<file path="src/rtl/digit_scan_ctrl_if.sv">
// rtl/digit_scan_ctrl_if.sv - conversion request, display control and scan output bundle for digit_scan_ctrl
interface digit_scan_ctrl_if #(
  parameter int DIGITS = 8,
  parameter int VAL_W  = 27
);
  localparam int LIGHT_W = ($clog2(DIGITS) > 1) ? $clog2(DIGITS) : 1;

  logic [VAL_W-1:0]   value;
  logic               load;
  logic               busy;
  logic               blank_lz;
  logic [DIGITS-1:0]  dot_mask;
  logic [LIGHT_W-1:0] light;
  logic [3:0]         num;
  logic               dot;
  logic               ovf;

  modport master (
    output value, load, blank_lz, dot_mask,
    input  busy, light, num, dot, ovf
  );

  modport slave (
    input  value, load, blank_lz, dot_mask,
    output busy, light, num, dot, ovf
  );
endinterface

</file>
<file path="src/rtl/digit_scan_ctrl.sv">
// rtl/digit_scan_ctrl.sv - serial binary-to-BCD converter with double-buffered digit scan; optional DIGIT_BLINK_EN adds blink_mask
module digit_scan_ctrl #(
  parameter int DIGITS    = 8,
  parameter int VAL_W     = 27,
  parameter int SCAN_DIV  = 50000,
  parameter int BLINK_DIV = 25000000
) (
  input  logic              clk,
  input  logic              rst,
`ifdef DIGIT_BLINK_EN
  input  logic [DIGITS-1:0] blink_mask,
`endif
  digit_scan_ctrl_if.slave  bus
);
  localparam int LIGHT_W = ($clog2(DIGITS) > 1) ? $clog2(DIGITS) : 1;
  localparam int BCD_W   = DIGITS * 4;
  localparam int CNT_W   = $clog2(VAL_W + 1);
  localparam int SCAN_W  = ($clog2(SCAN_DIV) > 1) ? $clog2(SCAN_DIV) : 1;

  localparam logic [CNT_W-1:0]   CNT_LAST   = CNT_W'(VAL_W - 1);
  localparam logic [SCAN_W-1:0]  SCAN_LAST  = SCAN_W'(SCAN_DIV - 1);
  localparam logic [LIGHT_W-1:0] LIGHT_LAST = LIGHT_W'(DIGITS - 1);

  typedef enum logic [1:0] {
    S_IDLE,
    S_SHIFT,
    S_COMMIT
  } state_t;

  state_t             state;
  logic               busy_q;
  logic [VAL_W-1:0]   sr;
  logic [BCD_W-1:0]   bcd;
  logic [BCD_W-1:0]   bcd_adj;
  logic               ovf_s;
  logic [CNT_W-1:0]   bit_cnt;
  logic [BCD_W-1:0]   disp;
  logic               ovf_q;

  logic [SCAN_W-1:0]  pcnt;
  logic [LIGHT_W-1:0] light_q;
  logic [LIGHT_W-1:0] light_nxt;
  logic [3:0]         num_q;
  logic [3:0]         code_nxt;
  logic               dot_q;
  logic               dot_nxt;
  logic [3:0]         sel_digit;
  logic               sel_lz;
  logic               sel_blink;
  logic               lead_zero;

`ifdef DIGIT_BLINK_EN
  localparam int BLINK_W = ($clog2(BLINK_DIV) > 1) ? $clog2(BLINK_DIV) : 1;
  localparam logic [BLINK_W-1:0] BLINK_LAST = BLINK_W'(BLINK_DIV - 1);

  logic [BLINK_W-1:0] bcnt;
  logic               blink_on;

  // Blink phase: starts "on", toggles every BLINK_DIV cycles
  always_ff @(posedge clk) begin
    if (rst) begin
      bcnt     <= '0;
      blink_on <= 1'b1;
    end else if (bcnt == BLINK_LAST) begin
      bcnt     <= '0;
      blink_on <= ~blink_on;
    end else begin
      bcnt <= bcnt + 1'b1;
    end
  end
`endif

  // Shift-add-3 correction: any nibble >= 5 would carry past 9 after doubling
  always_comb begin
    bcd_adj = bcd;
    for (int i = 0; i < DIGITS; i++) begin
      if (bcd[i*4 +: 4] >= 4'd5) begin
        bcd_adj[i*4 +: 4] = bcd[i*4 +: 4] + 4'd3;
      end
    end
  end

  // Conversion FSM: capture, VAL_W shift cycles, then commit to the display buffer
  always_ff @(posedge clk) begin
    if (rst) begin
      state   <= S_IDLE;
      busy_q  <= 1'b0;
      sr      <= '0;
      bcd     <= '0;
      ovf_s   <= 1'b0;
      bit_cnt <= '0;
      disp    <= '0;
      ovf_q   <= 1'b0;
    end else begin
      case (state)
        S_IDLE: begin
          if (bus.load) begin
            sr      <= bus.value;
            bcd     <= '0;
            ovf_s   <= 1'b0;
            bit_cnt <= '0;
            busy_q  <= 1'b1;
            state   <= S_SHIFT;
          end
        end
        S_SHIFT: begin
          {bcd, sr} <= {bcd_adj[BCD_W-2:0], sr, 1'b0};
          // A set bit leaving the top nibble means the value needs more digits
          if (bcd_adj[BCD_W-1]) begin
            ovf_s <= 1'b1;
          end
          bit_cnt <= bit_cnt + 1'b1;
          if (bit_cnt == CNT_LAST) begin
            state <= S_COMMIT;
          end
        end
        S_COMMIT: begin
          disp   <= bcd;
          ovf_q  <= ovf_s;
          busy_q <= 1'b0;
          state  <= S_IDLE;
        end
        default: state <= S_IDLE;
      endcase
    end
  end

  // Next scan position and its digit code, from the committed buffer and live masks
  always_comb begin
    light_nxt = light_q;
    if (pcnt == SCAN_LAST) begin
      light_nxt = (light_q == LIGHT_LAST) ? '0 : light_q + 1'b1;
    end
    sel_digit = '0;
    sel_lz    = 1'b0;
    sel_blink = 1'b0;
    dot_nxt   = 1'b0;
    lead_zero = 1'b1;
    for (int i = 0; i < DIGITS; i++) begin
      lead_zero = lead_zero & (disp[(DIGITS-1-i)*4 +: 4] == 4'd0);
      if (light_nxt == LIGHT_W'(i)) begin
        sel_digit = disp[(DIGITS-1-i)*4 +: 4];
        sel_lz    = lead_zero && (i != DIGITS - 1);
        dot_nxt   = bus.dot_mask[i];
`ifdef DIGIT_BLINK_EN
        sel_blink = blink_mask[i] && !blink_on;
`endif
      end
    end
    if (ovf_q) begin
      code_nxt = 4'd11;
    end else if (sel_blink) begin
      code_nxt = 4'd12;
    end else if (bus.blank_lz && sel_lz) begin
      code_nxt = 4'd12;
    end else begin
      code_nxt = sel_digit;
    end
  end

  // Scan prescaler and registered light/num/dot, updated together
  always_ff @(posedge clk) begin
    if (rst) begin
      pcnt    <= '0;
      light_q <= '0;
      num_q   <= '0;
      dot_q   <= 1'b0;
    end else begin
      pcnt    <= (pcnt == SCAN_LAST) ? '0 : pcnt + 1'b1;
      light_q <= light_nxt;
      num_q   <= code_nxt;
      dot_q   <= dot_nxt;
    end
  end

  assign bus.busy  = busy_q;
  assign bus.light = light_q;
  assign bus.num   = num_q;
  assign bus.dot   = dot_q;
  assign bus.ovf   = ovf_q;
endmodule

</file>
<file path="src/flat_wrapper.sv">
// flat-port wrapper written by rule: the top's interface ports become plain ports
module digit_scan_ctrl_flat 
#(
  parameter int DIGITS    = 8,
  parameter int VAL_W     = 27,
  parameter int SCAN_DIV  = 50000,
  parameter int BLINK_DIV = 25000000
)
  (clk, rst, bus_value, bus_load, bus_blank_lz, bus_dot_mask, bus_busy, bus_light, bus_num, bus_dot, bus_ovf);
  digit_scan_ctrl_if #(.DIGITS(DIGITS), .VAL_W(VAL_W)) bus_i ();
  input  logic clk;
  input  logic rst;
  input wire logic [$bits(bus_i.value)-1:0] bus_value;
  input wire logic [$bits(bus_i.load)-1:0] bus_load;
  input wire logic [$bits(bus_i.blank_lz)-1:0] bus_blank_lz;
  input wire logic [$bits(bus_i.dot_mask)-1:0] bus_dot_mask;
  output wire logic [$bits(bus_i.busy)-1:0] bus_busy;
  output wire logic [$bits(bus_i.light)-1:0] bus_light;
  output wire logic [$bits(bus_i.num)-1:0] bus_num;
  output wire logic [$bits(bus_i.dot)-1:0] bus_dot;
  output wire logic [$bits(bus_i.ovf)-1:0] bus_ovf;
  assign bus_i.value = bus_value;
  assign bus_i.load = bus_load;
  assign bus_i.blank_lz = bus_blank_lz;
  assign bus_i.dot_mask = bus_dot_mask;
  assign bus_busy = bus_i.busy;
  assign bus_light = bus_i.light;
  assign bus_num = bus_i.num;
  assign bus_dot = bus_i.dot;
  assign bus_ovf = bus_i.ovf;
  digit_scan_ctrl #(.DIGITS(DIGITS), .VAL_W(VAL_W), .SCAN_DIV(SCAN_DIV), .BLINK_DIV(BLINK_DIV)) u_core (.clk(clk), .rst(rst), .bus(bus_i));
endmodule
</file>
<file path="config.mk">
export PLATFORM = sky130hd
export DESIGN_NAME = digit_scan_ctrl_flat
export DESIGN_NICKNAME = d
export VERILOG_FILES = /design/src/rtl/digit_scan_ctrl_if.sv /design/src/rtl/digit_scan_ctrl.sv /design/src/flat_wrapper.sv
export SDC_FILE = /design/constraint.sdc
export NUM_CORES = 1
export LEC_CHECK = 0
export BUFFER_PORTS_ARGS = -buffer_cell sky130_fd_sc_hd__buf_2
export CORE_MARGIN = 4
export CORE_UTILIZATION = 46
export CTS_CLUSTER_SIZE = 10
export DETAILED_ROUTE_END_ITERATION = 6
export PLACE_DENSITY = 0.75
export SLEW_MARGIN = 5
export SYNTH_ARGS = -nofsm -noshare
export SYNTH_HDL_FRONTEND = slang
export SYNTH_SLANG_ARGS = --single-unit
</file>
<file path="constraint.sdc">
create_clock -name clk -period 6.71 [get_ports clk]
set_input_delay 1.0065 -clock clk [delete_from_list [all_inputs] [get_ports clk]]
set_output_delay 1.0065 -clock clk [all_outputs]
set_load 0.02 [all_outputs]
</file>
-- Word-level counts from Yosys, hierarchy flattened
Cells that the tools add are included.
- RAM bits: 0
- logic and storage cells: 121
- bits in read-only memories: 0
- bits in latches: 0
- memories: 0
- output and inout bits: 10
- input port bits: 39
- register bits: 125
- order comparisons: 8
- divide/modulo/power cells: 0
- shift-type cells: 0
- mux-type cells: 50
- equal/unequal tests: 15
- bitwise operators: 6
- $mul: 0
- reductions and logical operators: 18
- add/subtract/negate cells: 11
- operators with widths (operator ; count):
    $mux W4 ; 18
    $pmux W32 S2 ; 1
    $pmux W27 S2 ; 1
    $add A4 B2 Y4 const B ; 8
    $ge A4 B3 Y1 const B ; 8
    $mux W32 ; 1
    $logic_not A4 Y1 ; 7
    $mux W27 ; 1
    $mux W1 ; 19
    $add A16 B1 Y16 const B ; 1
    $eq A16 B16 Y1 const B ; 1
    $eq A3 B3 Y1 const B ; 5
    $pmux W5 S2 ; 1
    $and A1 B1 Y1 ; 6
    $eq A3 B2 Y1 const B ; 2
    $mux W3 ; 2
    $reduce_and A2 Y1 ; 3
    $add A5 B1 Y5 const B ; 1
    $eq A5 B5 Y1 const B ; 1
    $mux W5 ; 1
    $mux W2 ; 2
    $ne A2 B1 Y1 const B ; 2
    $pmux W1 S2 ; 2
    $pmux W2 S2 ; 1
    other kinds (11) ; 13

-- Longest topological paths before layout
- depth after elaboration: 15
- gate-level depth with buffers: 10
- depth with buffers taken out: 9

-- Worst setup path after synthesis
OpenSTA, ideal clock, no wires.
- kind: register -> register
- start point: register u_core.pcnt[0]
- end point: register u_core.num_q[2] (netlist: u_core.bus.num[2])
- library setup time: 0.139 ns
- clock period less this slack: 2.372 ns
- buffers on the path: 1
- arrival time: 2.233 ns
- path slack: 4.338 ns
- required time: 6.571 ns
- stages on the path, launching flop included: 10
- cell sequence: dfxtp_1 > ha_1 > and3_1 > and4_4 > buf_8 > mux2_4 > mux2_1 > a222oi_1 > nand2b_1 > a311oi_2
- word-level cells in the longest chain between the ends: 13
- elaborated cells between the ends (all ways): 28
- those cells by class: eq/ne (8); mux (18); reduce/logical (2)
- RTL lines (element ; line ; source):
    start: declaration ; digit_scan_ctrl.sv:40 ; logic [SCAN_W-1:0] pcnt;
    start signal: assignment ; digit_scan_ctrl.sv:169 ; pcnt <= (pcnt == SCAN_LAST) ? '0 : pcnt + 1'b1;
    $eq A16 B16 Y1 (*) ; digit_scan_ctrl.sv:131 ; if (pcnt == SCAN_LAST) begin
    $mux W3 (*) ; digit_scan_ctrl.sv:131 ;
    $logic_not A3 Y1 ; digit_scan_ctrl.sv:141 ; if (light_nxt == LIGHT_W'(i)) begin
    $mux W1 (8 in series) ; digit_scan_ctrl.sv:141 ;
    $logic_and A1 B1 Y1 ; digit_scan_ctrl.sv:154 ; end else if (bus.blank_lz && sel_lz) begin
    $mux W4 (*) ; digit_scan_ctrl.sv:154 ;
    end signal: assignment ; digit_scan_ctrl.sv:171 ; num_q <= code_nxt;
    end: declaration ; digit_scan_ctrl.sv:43 ; logic [3:0] num_q;
Mark *: on every way between the ends. The rest lies on a longest branch, timed or not.
A chain may end at the register's enable or synchronous reset.

-- Worst setup path in the final report
- start point: register u_core.state[1]
- end point: register u_core.bcd[27]
- word-level cells in the longest chain between the ends: 3
- elaborated cells between the ends (all ways): 6
- those cells by class: eq/ne (2); mux (1); reduce/logical (3)
- RTL lines (element ; line ; source):
    start: declaration ; digit_scan_ctrl.sv:30 ; state_t state;
    start signal: assignment ; digit_scan_ctrl.sv:86 ; state <= S_IDLE;
    start signal: assignment ; digit_scan_ctrl.sv:103 ; state <= S_SHIFT;
    start signal: assignment ; digit_scan_ctrl.sv:114 ; state <= S_COMMIT;
    $eq A2 B1 Y1 or $logic_not A2 Y1 (tied branches) ; digit_scan_ctrl.sv:95 ; case (state)
    $reduce_bool A2 Y1 (no source line) or $ne A2 B2 Y1 (tied branches) ; - ;
    $reduce_and A2 Y1 (no source line) ; - ;
    end signal: assignment ; digit_scan_ctrl.sv:107 ; {bcd, sr} <= {bcd_adj[BCD_W-2:0], sr, 1'b0};
    end: declaration ; digit_scan_ctrl.sv:33 ; logic [BCD_W-1:0] bcd;
Parallel ways exist; a longest one is shown, timed or not.

==> metrics <==
ys flop type=dfxtp_1; syn avg cell area=8.05 sq um; CTS Sinks=between 100 and 150; critical path startpoint category=flop; clock group share of total power=about 52%; most crowded layer after global routing=met2; Worst VDD drop=~0.18 mV; asr flop ratio synth=0%; Layout Nets=842; crit end category=flop; initial antenna violation count=0; HPWL Detailed=between 9000 and 10000 microns; final count of hold timing violations=0; Logic pwr share=between 4 and 5%; Layout fillers=approximately 1200; number of synthesized register bits=roughly 130; Critical path buffers and inverters=1; Yosys cell types=just over 60; synthesized area=6150 sq um; DRT Pass-1 Iters=5; register area=2500 sq um; final WL=between 10000 and 15000 microns; Max Clock Skew=a little over 0.005 ns; Synth-to-Final Area Change=14.2%; CP Max Fanout=33; Worst Max-Slew Pin Slew=roughly 1.2 ns; sequential area share after synthesis=40.7%; pins over their slew limit=0; root buf cell=clkbuf_16; # setup viols final=0; First DRT Iteration DRCs=slightly above 500; critical path class=flop to flop; CTS hold repair buffers=0; syn nets=823; DRC=0; boundary pin count=49; IO Port Bufs=48; Pwr Density=256 nW/um^2; final setup TNS=0 ns; cell count after synthesis=763; dpl cells=approximately 940; Pint=roughly 1.4 mW; Congestion Overflow GR=0; flop-to-flop setup slack=approximately 3.2 ns; die area=about 15000 sq um; Initial Util=between 40% and 50%; worst min path class=flop to flop; M1 GR Usage=between 20% and 30%; max-cap viol count=0; slowest stage delay, CP=between 1 and 1.5 ns; Core Rows=approximately 40; multi-input logic area=approximately 3400 sq um; routed len/inst=14.9 microns; Worst path slowest cell=dfxtp_1; status=complete, no violations; routing usage on met3=~4.4%; PostCTS Resize Cnt=0; Leak=around 2.6 nW; Max Fclk=284 MHz; Final Cycle Share=52.5%; TritonCTS buffer count=17; Setup Fix Bufs, Post-CTS=0; Arrival @ worst endpoint=between 3 and 4 ns; met2 usage=29.4%; core area=around 13000 sq um; # H-tree levels=4; Final min period=around 3.5 ns; buffer depth of the longest clock path=2; CTS tree=yes; RSZ-0062 raised after global routing=no; worst path cell trace=inv_1 > nand2_1 > nor2_1 > a32o_1; via count of the first global-routing pass=4939; Crit path required time=~7 ns; share of post-route cells with drive strength above 1=11.9%; total chip power=1.79 mW; vias per cell=~5.7; Post-synth EDFFs=0; chip width=between 100 and 150 microns; Vert. Die Dim=approximately 120 microns; sequential cell fraction of total power=approximately 43%; CP delay by family, top=simple AND/OR/NAND/NOR gates; ANT nets after route=0; Final Non-Filler Cells=a little under 1000; switch share=21.7%; worst-skew pair later-pin latency=0.42 ns; largest net degree at the start of global routing=58; P_sw=roughly 0.39 mW; antenna fix cells=0; GPL Wtd Cong=between 0.9 and 1; first-pass GRT wire length=approximately 24000 microns; Tot GR Track Use=19.2%; max_slew headroom=a little under a quarter; Clock transition at path regs=approximately 0.05 ns; via count=5538; warnings from Yosys=0
-- cells by family after synthesis --
| group | after synthesis | synth area share, % |
|---|---|---|
| AO/OA/AOI/OAI | 229 | 23.4 |
| XOR/XNOR | 30 | 4.28 |
| adder cells (fa/ha/maj) | 21 | 4.28 |
| buffers and inverters | 73 | 4.78 |
| flip-flops | 125 | 40.7 |
| multiplexers | 13 | 2.69 |
| AND/OR/NAND/NOR | 272 | 19.9 |
-- placed cells by master, fill, tap and decap left out, types with 3 or more instances in the layout --
cell,Yosys,routed
inv_1,24,24
nor3b_1,3,3
a32o_1,8,8
bufinv_16,0,3
o22ai_1,12,12
o21ai_0,53,53
dfxtp_1,125,125
a22oi_1,5,5
nand4_1,5,5
a31oi_1,4,4
clkinv_2,0,5
buf_2,1,48
nand2b_1,12,12
mux2i_1,4,4
nor3_1,8,8
o221ai_1,26,26
nand2_1,129,129
a21oi_1,86,86
ha_1,21,21
xnor2_1,12,12
xor2_1,18,18
o21ai_1,3,3
nor4_1,6,6
nand4b_1,3,3
a22o_1,3,3
and3_1,6,6
nand3_1,13,13
o32ai_1,7,7
o31ai_1,8,8
clkbuf_8,0,3
nor2_1,73,72
clkbuf_16,0,17
-- sequential cells by signal (all words and copies together) (netlist names) --
register / cells
u_core.bcd: 32
u_core.disp: 32
u_core.sr: 27
u_core.pcnt: 16
u_core.bit_cnt: 5
u_core.bus.num: 4
u_core.bus.light: 3
u_core.state: 2
u_core.bus.busy: 1
u_core.bus.dot: 1
u_core.bus.ovf: 1
u_core.ovf_s: 1
-- worst reg2reg max path, stage by stage (launching register included) --
cell and delay, ns:
dfxtp_1 1.01, inv_1 0.73, nand2_1 0.89, nor2_1 0.42
a32o_1 0.37
-- power groups by stage --
stage | Clock [mW] | Sequential [mW] | Combinational [mW]
after detailed placement | 0 | 0.792 | 0.0840
after global placement | 0 | 0.791 | 0.0834
after CTS | 0.941 | 0.776 | 0.0850
after global routing | 0.978 | 0.778 | 0.0955
after floorplan | 0 | 0.789 | 0.0599
final | 0.932 | 0.777 | 0.0846
-- cells in the mapped netlist, types with 3 or more instances --
cell type / n / area share, %
inv_1: 24 / 1.5
nand3_1: 13 / 1.1
nand4_1: 5 / 0.51
xnor2_1: 12 / 1.7
nor4_1: 6 / 0.61
and3_1: 6 / 0.61
o22ai_1: 12 / 1.2
o21ai_1: 3 / 0.24
dfxtp_1: 125 / 41
a22o_1: 3 / 0.43
o221ai_1: 26 / 3.7
clkbuf_1: 40 / 2.4
a21oi_1: 86 / 7.0
nand2_1: 129 / 7.9
o21ai_0: 53 / 4.3
nand4b_1: 3 / 0.43
a32o_1: 8 / 1.3
o32ai_1: 7 / 1.0
mux2i_1: 4 / 0.65
nor3b_1: 3 / 0.37
nand2b_1: 12 / 1.2
nor2_1: 73 / 4.5
buf_1: 6 / 0.37
a31oi_1: 4 / 0.41
xor2_1: 18 / 2.6
o31ai_1: 8 / 0.98
ha_1: 21 / 4.3
a22oi_1: 5 / 0.61
nor3_1: 8 / 0.65
-- path summary, 6_finish.rpt --
| path | from | end | cells past startpoint |
|---|---|---|---|
| max | u_core.state[1] | u_core.bcd[27] | 4 |
| max reg2reg | u_core.state[1] | u_core.bcd[27] | 4 |
| min reg2reg | u_core.pcnt[0] | u_core.pcnt[0] | 1 |
| min | u_core.pcnt[0] | u_core.pcnt[0] | 1 |
-- area by class of cell --
type                       count  share of cell area, %
clock buffer                  21                   6.70
clock inverter                11                   1.98
inverter                      24                   1.28
multi-input combinational    565                   47.8
sequential                   125                   35.7
tap                          172                   3.07
timing repair buffer          49                   3.53
-- layer usage --
metal  vias to the layer above  part of all wire (%)  wire [microns]
li1                       2756                     -               -
met1                      2591                    48            6980
met2                       166                    45            6470
met3                        25                   5.1             736
met4                         0                   1.8             257
met5                         -                     0               0
-- metrics by stage --
step	setup slack [ns]	hold slack, ns	utilization (%)	area (sq um)
floorplan	4.34	0.418	-	6150
global placement	2.93	0.431	50.0	6410
detailed placement	2.94	0.441	50.0	6410
CTS	3.19	0.450	54.7	7020
global route	2.88	0.479	54.7	7020
finish	3.19	0.451	54.7	7020
Note: power is estimated with default switching activity, not from simulation.
